===== config.mk =====
export PLATFORM = sky130hd
export DESIGN_NAME = masked_subbytes_seq
export DESIGN_NICKNAME = d
export VERILOG_FILES = /design/src/rtl/masked_subbytes_seq.sv
export SDC_FILE = /design/constraint.sdc
export NUM_CORES = 1
export LEC_CHECK = 0
export ABC_AREA = 1
export ABC_CLOCK_PERIOD_IN_PS = 3300
export CORE_AREA = 2 2 342 344
export DETAILED_ROUTE_END_ITERATION = 7
export DIE_AREA = 0 0 344 346
export PLACE_DENSITY = 0.43
export RECOVER_POWER = 25
export SYNTH_ARGS = -nofsm -noshare
export SYNTH_HDL_FRONTEND = slang
export SYNTH_SLANG_ARGS = --single-unit

===== constraint.sdc =====
create_clock -name CLK -period 3.3 [get_ports CLK]
set_clock_uncertainty 0.15 [all_clocks]
set_input_delay 0.33 -clock CLK [delete_from_list [all_inputs] [get_ports CLK]]
set_output_delay 0.33 -clock CLK [all_outputs]
set_load 0.03 [all_outputs]

===== src/rtl/masked_subbytes_seq.sv =====
// Byte-group sequencer around NUM_SBOX two-share masked AES S-box lanes.
// Feeds the latched state, realigns lane outputs and collects the result.
module masked_subbytes_seq #(
  parameter int NUM_SBOX = 4,
  parameter int SBOX_LAT = 3,
  parameter int RAND_W   = 28
) (
  input  logic                       CLK,
  input  logic                       RST_N,
  input  logic                       start,
  input  logic [127:0]               state_in0,
  input  logic [127:0]               state_in1,
  output logic                       busy,
  output logic                       done,
  output logic [127:0]               state_out0,
  output logic [127:0]               state_out1,
  output logic [8*NUM_SBOX-1:0]      sbox_in0,
  output logic [8*NUM_SBOX-1:0]      sbox_in1,
  output logic [RAND_W*NUM_SBOX-1:0] sbox_r,
  input  logic [8*NUM_SBOX-1:0]      sbox_out0,
  input  logic [8*NUM_SBOX-1:0]      sbox_out1,
  input  logic [RAND_W*NUM_SBOX-1:0] rand_in,
  output logic                       rand_req
);
  localparam int NFEED = 16 / NUM_SBOX;
  localparam int CW    = (NFEED > 1) ? $clog2(NFEED) : 1;
  localparam int GW    = 8 * NUM_SBOX;
  localparam logic [CW-1:0] K_LAST = CW'(NFEED - 1);

  typedef enum logic [1:0] {
    S_IDLE  = 2'd0,
    S_FEED  = 2'd1,
    S_DRAIN = 2'd2
  } state_e;

  state_e state_q, state_d;
  logic [CW-1:0] k_q, k_d;
  // Packed views: element g holds byte group g (bytes g*NUM_SBOX .. g*NUM_SBOX+NUM_SBOX-1).
  logic [NFEED-1:0][GW-1:0] in0_q, in0_d, in1_q, in1_d;
  logic [NFEED-1:0][GW-1:0] res0_q, res0_d, res1_q, res1_d;
  logic [SBOX_LAT-1:0] dlv_q, dlv_d;
  logic [SBOX_LAT-1:0][CW-1:0] dli_q, dli_d;
  logic busy_q, busy_d;
  logic done_q, done_d;
  logic push_v;
  logic [CW-1:0] push_idx;
  logic head_v;
  logic [CW-1:0] head_idx;

  assign head_v   = dlv_q[SBOX_LAT-1];
  assign head_idx = dli_q[SBOX_LAT-1];

  // Next-state, lane feed, delay-line shift and result capture
  always_comb begin
    state_d  = state_q;
    k_d      = k_q;
    in0_d    = in0_q;
    in1_d    = in1_q;
    res0_d   = res0_q;
    res1_d   = res1_q;
    done_d   = 1'b0;
    sbox_in0 = '0;
    sbox_in1 = '0;
    push_v   = 1'b0;
    push_idx = '0;
    dlv_d    = dlv_q;
    dli_d    = dli_q;

    case (state_q)
      S_IDLE: begin
        if (start) begin
          in0_d   = state_in0;
          in1_d   = state_in1;
          k_d     = '0;
          state_d = S_FEED;
        end else begin
          state_d = S_IDLE;
        end
      end
      S_FEED: begin
        sbox_in0 = in0_q[k_q];
        sbox_in1 = in1_q[k_q];
        push_v   = 1'b1;
        push_idx = k_q;
        k_d      = k_q + CW'(1);
        if (k_q == K_LAST) begin
          state_d = S_DRAIN;
        end else begin
          state_d = S_FEED;
        end
      end
      S_DRAIN: begin
        if (head_v && (head_idx == K_LAST)) begin
          state_d = S_IDLE;
          done_d  = 1'b1;
        end else begin
          state_d = S_DRAIN;
        end
      end
      default: begin
        state_d = S_IDLE;
      end
    endcase

    // Lane outputs can already be returning while later groups are still being fed.
    if (head_v) begin
      res0_d[head_idx] = sbox_out0;
      res1_d[head_idx] = sbox_out1;
    end else begin
      res0_d = res0_q;
      res1_d = res1_q;
    end

    for (int i = SBOX_LAT - 1; i > 0; i--) begin
      dlv_d[i] = dlv_q[i-1];
      dli_d[i] = dli_q[i-1];
    end
    dlv_d[0] = push_v;
    dli_d[0] = push_idx;

    busy_d = (state_d != S_IDLE);
  end

  // State, datapath and delay-line registers
  always_ff @(posedge CLK or negedge RST_N) begin
    if (!RST_N) begin
      state_q <= S_IDLE;
      k_q     <= '0;
      in0_q   <= '0;
      in1_q   <= '0;
      res0_q  <= '0;
      res1_q  <= '0;
      dlv_q   <= '0;
      dli_q   <= '0;
      busy_q  <= 1'b0;
      done_q  <= 1'b0;
    end else begin
      state_q <= state_d;
      k_q     <= k_d;
      in0_q   <= in0_d;
      in1_q   <= in1_d;
      res0_q  <= res0_d;
      res1_q  <= res1_d;
      dlv_q   <= dlv_d;
      dli_q   <= dli_d;
      busy_q  <= busy_d;
      done_q  <= done_d;
    end
  end

  assign busy       = busy_q;
  assign rand_req   = busy_q;
  assign done       = done_q;
  assign state_out0 = res0_q;
  assign state_out1 = res1_q;
  assign sbox_r     = busy_q ? rand_in : '0;

endmodule


Yosys cells after proc, flatten, opt, wreduce, memory -nomap -nowiden
Cells that the tools add are included.
{ "word_totals": {"wordCells": 61, "out_inout_bits": 435, "regBits": 527, "inputBits": 435} }
{ "classes": {"magnitude_cmp": 3, "eq_ne": 5, "reduce_logical": 7, "n_addsub": 1, "mux": 21} }
{ "op_table": {"columns": ["operator", "count"], "rows": [
  ["bitwise mux 128 bit", 2],
  ["two-way mux 32 bit", 5],
  ["binary-select mux 32 bit (select 2 bit)", 2],
  ["two-way mux 112 bit", 1],
  ["demux 32 bit (select 2 bit)", 1],
  ["two-way mux 2 bit", 4],
  ["equality test 2 bit (second input constant)", 3],
  ["< comparator 2 x 3 -> 1 bit (second input constant)", 2],
  ["one-hot mux 2 bit (3 select lines)", 1],
  ["two-way mux 1 bit", 4],
  ["one-hot mux 2 bit (2 select lines)", 1],
  ["AND reduction 2 bit", 2],
  ["nonzero test 2 bit", 2],
  ["adder 2 x 1 -> 2 bit (second input constant)", 1],
  ["equality test 2 x 1 -> 1 bit (second input constant)", 1],
  [">= comparator 2 x 1 -> 1 bit (second input constant)", 1],
  ["logical AND 1 bit", 2],
  ["logical NOT 2 bit", 1],
  ["inequality test 2 bit (second input constant)", 1]
]} }

Longest topological paths before layout
{ "logic_depth": {"ltp_word": 5, "depth_mapped": 7} }

Least setup slack after synthesis
Ideal clock, no wire load.
{ "synth_timing": {"kind": "register to output", "from": "register k_q[1]", "to": "output sbox_in0[0]", "arrival_time_ps": 1478, "n_path_buf": 2, "setup_slack_ps": 1342, "path_stages_with_launch": 6, "path_cell_list": "dfrtp_1 > inv_1 > buf_4 > clkbuf_1 > nand3_1 > a21oi_1"} }
{ "synth_via": {"elab_chain_len": 3} }
{ "synth_lines": {"columns": ["item", "line", "source"], "rows": [
  ["start, declared", "37", "logic [CW-1:0] k_q, k_d;"],
  ["start signal, assigned", "139", "k_q <= k_d;"],
  ["binary-select mux 32 bit (select 2 bit)", "81", "sbox_in0 = in0_q[k_q];"],
  ["two-way mux 32 bit (not written as such)", "81", null],
  ["two-way mux 32 bit", "69", "case (state_q)"],
  ["end, declared", "17", "output logic [8*NUM_SBOX-1:0] sbox_in0,"]
]} }
No other way between the ends. The select of a mux whose other input is x is not followed.

Worst setup path in the final report
{ "layout_timing": {"from": "register k_q[0]", "to": "output sbox_in1[20]"} }
{ "layout_via": {"elab_chain_len": 3} }
{ "layout_lines": {"columns": ["item", "line", "source"], "rows": [
  ["binary-select mux 32 bit (select 2 bit)", "82", "sbox_in1 = in1_q[k_q];"],
  ["two-way mux 32 bit (not written as such)", "82", null],
  ["two-way mux 32 bit", "69", null],
  ["end, declared", "18", "output logic [8*NUM_SBOX-1:0] sbox_in1,"]
]} }
No other way between the ends. The select of a mux whose other input is x is not followed.

==> impl_metrics.yaml <==
status:
  outcome: "completed"
cts:
  htreeDepth: 3
  cts_root_buf: "clkbuf_16"
  cts.clk_slew.worst_paths_ps: 60
  worstSkewPairLatency_ps: 620
  cts_num_sinks: 527
  tritoncts: "done"
  cts.path.max_buffers: 3
  cts_made_buffers: 67
grt:
  grt_pass1_vias: 20800
  grt_overflow: 0
  grt_use_total: 0.153
  grt_first_pass_wirelength_mm: 137
  grt_max_degree: 92
  antenna_found_initial: 29
sta:
  drv_slew: 0
  relSlewSlack: 0.00565
  final-setup-viol-count: 0
  period_share: 0.953
  rsz0062_at_grt: "no"
  setup_slack_ps: 154
  setup-tns-final_ps: 0
  tightest_slew_ps: 1490
  finalCriticalPeriod_ps: 3150
  fmax_mhz: 318
  hold_viol_final: 0
min_path:
  hold_path.class: "input port to flop"
finish:
  area_growth_syn_to_layout_pct: 55.7
  nets: 4017
  drive_gt1_frac: 0.0485
  fillerInstances: 12400
job:
  drv_cap: 0
yosys:
  synth_seq_cells: 527
  synth_edf_count: 0
  yosys.area.top_type: "dfrtp_1"
  syn_area_mm2: 0.0227
  ys.flop_type: "dfrtp_1"
  syn_inst: 2747
  synth.distinct_cells: 15
  yosys-top-cells-area: "dfrtp_1 58%, nand2_1 10%, inv_1 7.2%"
  synth_fp_nets: 3183
  synth_top_area_share: 0.581
  syn_avg_cell_area_um2: 8.27
  yosysSeqAreaShare: 0.581
  yosys_warnings: 0
  async_flop_share: 1.00
floorplan:
  dieWidth_um: 344
  start_util: 0.197
  io_pins: 870
  core_area_mm2: 0.115
  placementRows: 125
  die_area_mm2: 0.119
  die_h_um: 346
worst_setup_path:
  arrival_ps: 2670
  crit_fanout: 52
  reg2reg_slack_ps: 880
  critPathRequiredTime_ps: 2820
  startpoint_type: "flop"
  worstSetupPathType: "flop to primary output"
  cp-end-kind: "primary output"
placement:
  dpl_worst_slack_ps: 600
  io_buffers: 869
  dp_hpwl_mm: 69.9
  gp_congestion: 0.810
route:
  postRouteWirelength_mm: 93.7
  via_per_inst: 4.01
  route.vias.total: 20700
  dr.pass1.iters: 5
  dr_wl_met3_mm: 7.88
  drc: 0
  dr_wl_met2_mm: 45.2
  wire_per_inst_um: 18.2
  topRoutingLayerUsed: "met5"
  drtIter0Drc: 1035
  ant_nets: 0
  met1_length_mm: 37.8
pwr:
  vdd_drop_max_mv: 0.396
  powerDensity_mw_per_mm2: 1100
  p_leak_nw: 17.1
worst paths after layout:
path                                from             end  cells after the start
max                               k_q[0]    sbox_in1[20]                      6
max reg2reg                  head_idx[1]  state_out0[45]                      5
min                        state_in0[15]       in0_q[15]                      3
min in group asynchronous          RST_N  state_out1[36]                      2
min reg2reg                     dli_d[2]        dli_d[4]                      0
max in group asynchronous          RST_N       in1_q[69]                      3
cell families after synthesis:
family / share of synthesized area
fa+ha+maj: 0.000551
flops: 0.581
buf+inv: 0.114
simple gates: 0.177
compound gates: 0.128
layer usage:
layer,up-vias,global-route usage
met5,-,0
li1,10100,-
met4,32,0.0526
met2,678,0.258
met3,145,0.0504
met1,9723,0.181
per-stage QoR:
step,power [W],util,std cells,area [µm²],hold slack [ps]
after CTS,0.0397,0.307,5154,35500,59.4
final,0.0391,0.306,5162,35400,127
after global placement,0.0323,0.289,5034,33300,185
after global routing,0.0416,0.306,5159,35300,103
after detailed placement,0.0324,0.289,5034,33300,186
after floorplan,0.0229,-,2747,22700,-116
where the power goes:
part	internal, W	total (W)	switching [W]
registers	0.00963	0.0109	0.00129
clock network	0.00428	0.00725	0.00297
logic	0.00757	0.0209	0.0133
state kept, by name, summed over array words and instances, names as in the netlist, 3 cells and up:
name        cells
dli_d           4
dlv_q           3
state_out1    128
in0_q         128
state_out0    128
in1_q         128
worst max-delay path: stages, from the launching register on:
cell             delay, ps
dfrtp_4                570
inv_4                  260
buf_12                 260
nand2_1                 90
nand3_1                 80
a21oi_1                 80
clkdlybuf4s50_1        630
layout by cell type (no fill, tap or decap), types with 4 or more instances in the layout:
cell type / n
clkdlybuf4s50_1: 837
nand2_1: 633
dfrtp_1: 524
inv_1: 436
a21oi_1: 320
nor2_1: 260
o21ai_0: 259
nand3_1: 128
clkbuf_16: 69
buf_4: 37
clkbuf_1: 29
buf_12: 21
dlygate4sd2_1: 19
clkbuf_8: 15
clkinv_2: 9
diode_2: 7
dlymetal6s2s_1: 7
clkbuf_2: 6
nand3_4: 4
cell usage after synthesis (6+ instances only):
library cell,count
o21ai_0,259
buf_1,6
dfrtp_1,527
clkbuf_1,51
buf_4,20
inv_1,438
nor2_1,260
buf_6,13
buf_2,85
nand3_1,132
nand2_1,633
a21oi_1,320
final cells by class:
class / instances / area, µm² / share of cell area
Antenna cell: 7 / 17.5 / 0.000495
Clock buffer: 103 / 2000 / 0.0567
Clock inverter: 16 / 155 / 0.00439
Inverter: 438 / 1650 / 0.0466
Multi-Input combinational cell: 1607 / 7000 / 0.198
Sequential cell: 527 / 13200 / 0.373
Tap cell: 1524 / 1910 / 0.0539
Timing Repair Buffer: 940 / 9430 / 0.267
what timing repair did:
item | 4_1_cts | 5_1_grt
buffers inserted | 0 | 1
endpoints found under the setup margin | 20 | 29
resized for setup | 20 | 7
hold buffers | 1 | 0
endpoints found under the hold margin | 71 | 0
No activity file was read; power rests on OpenSTA's default activity.
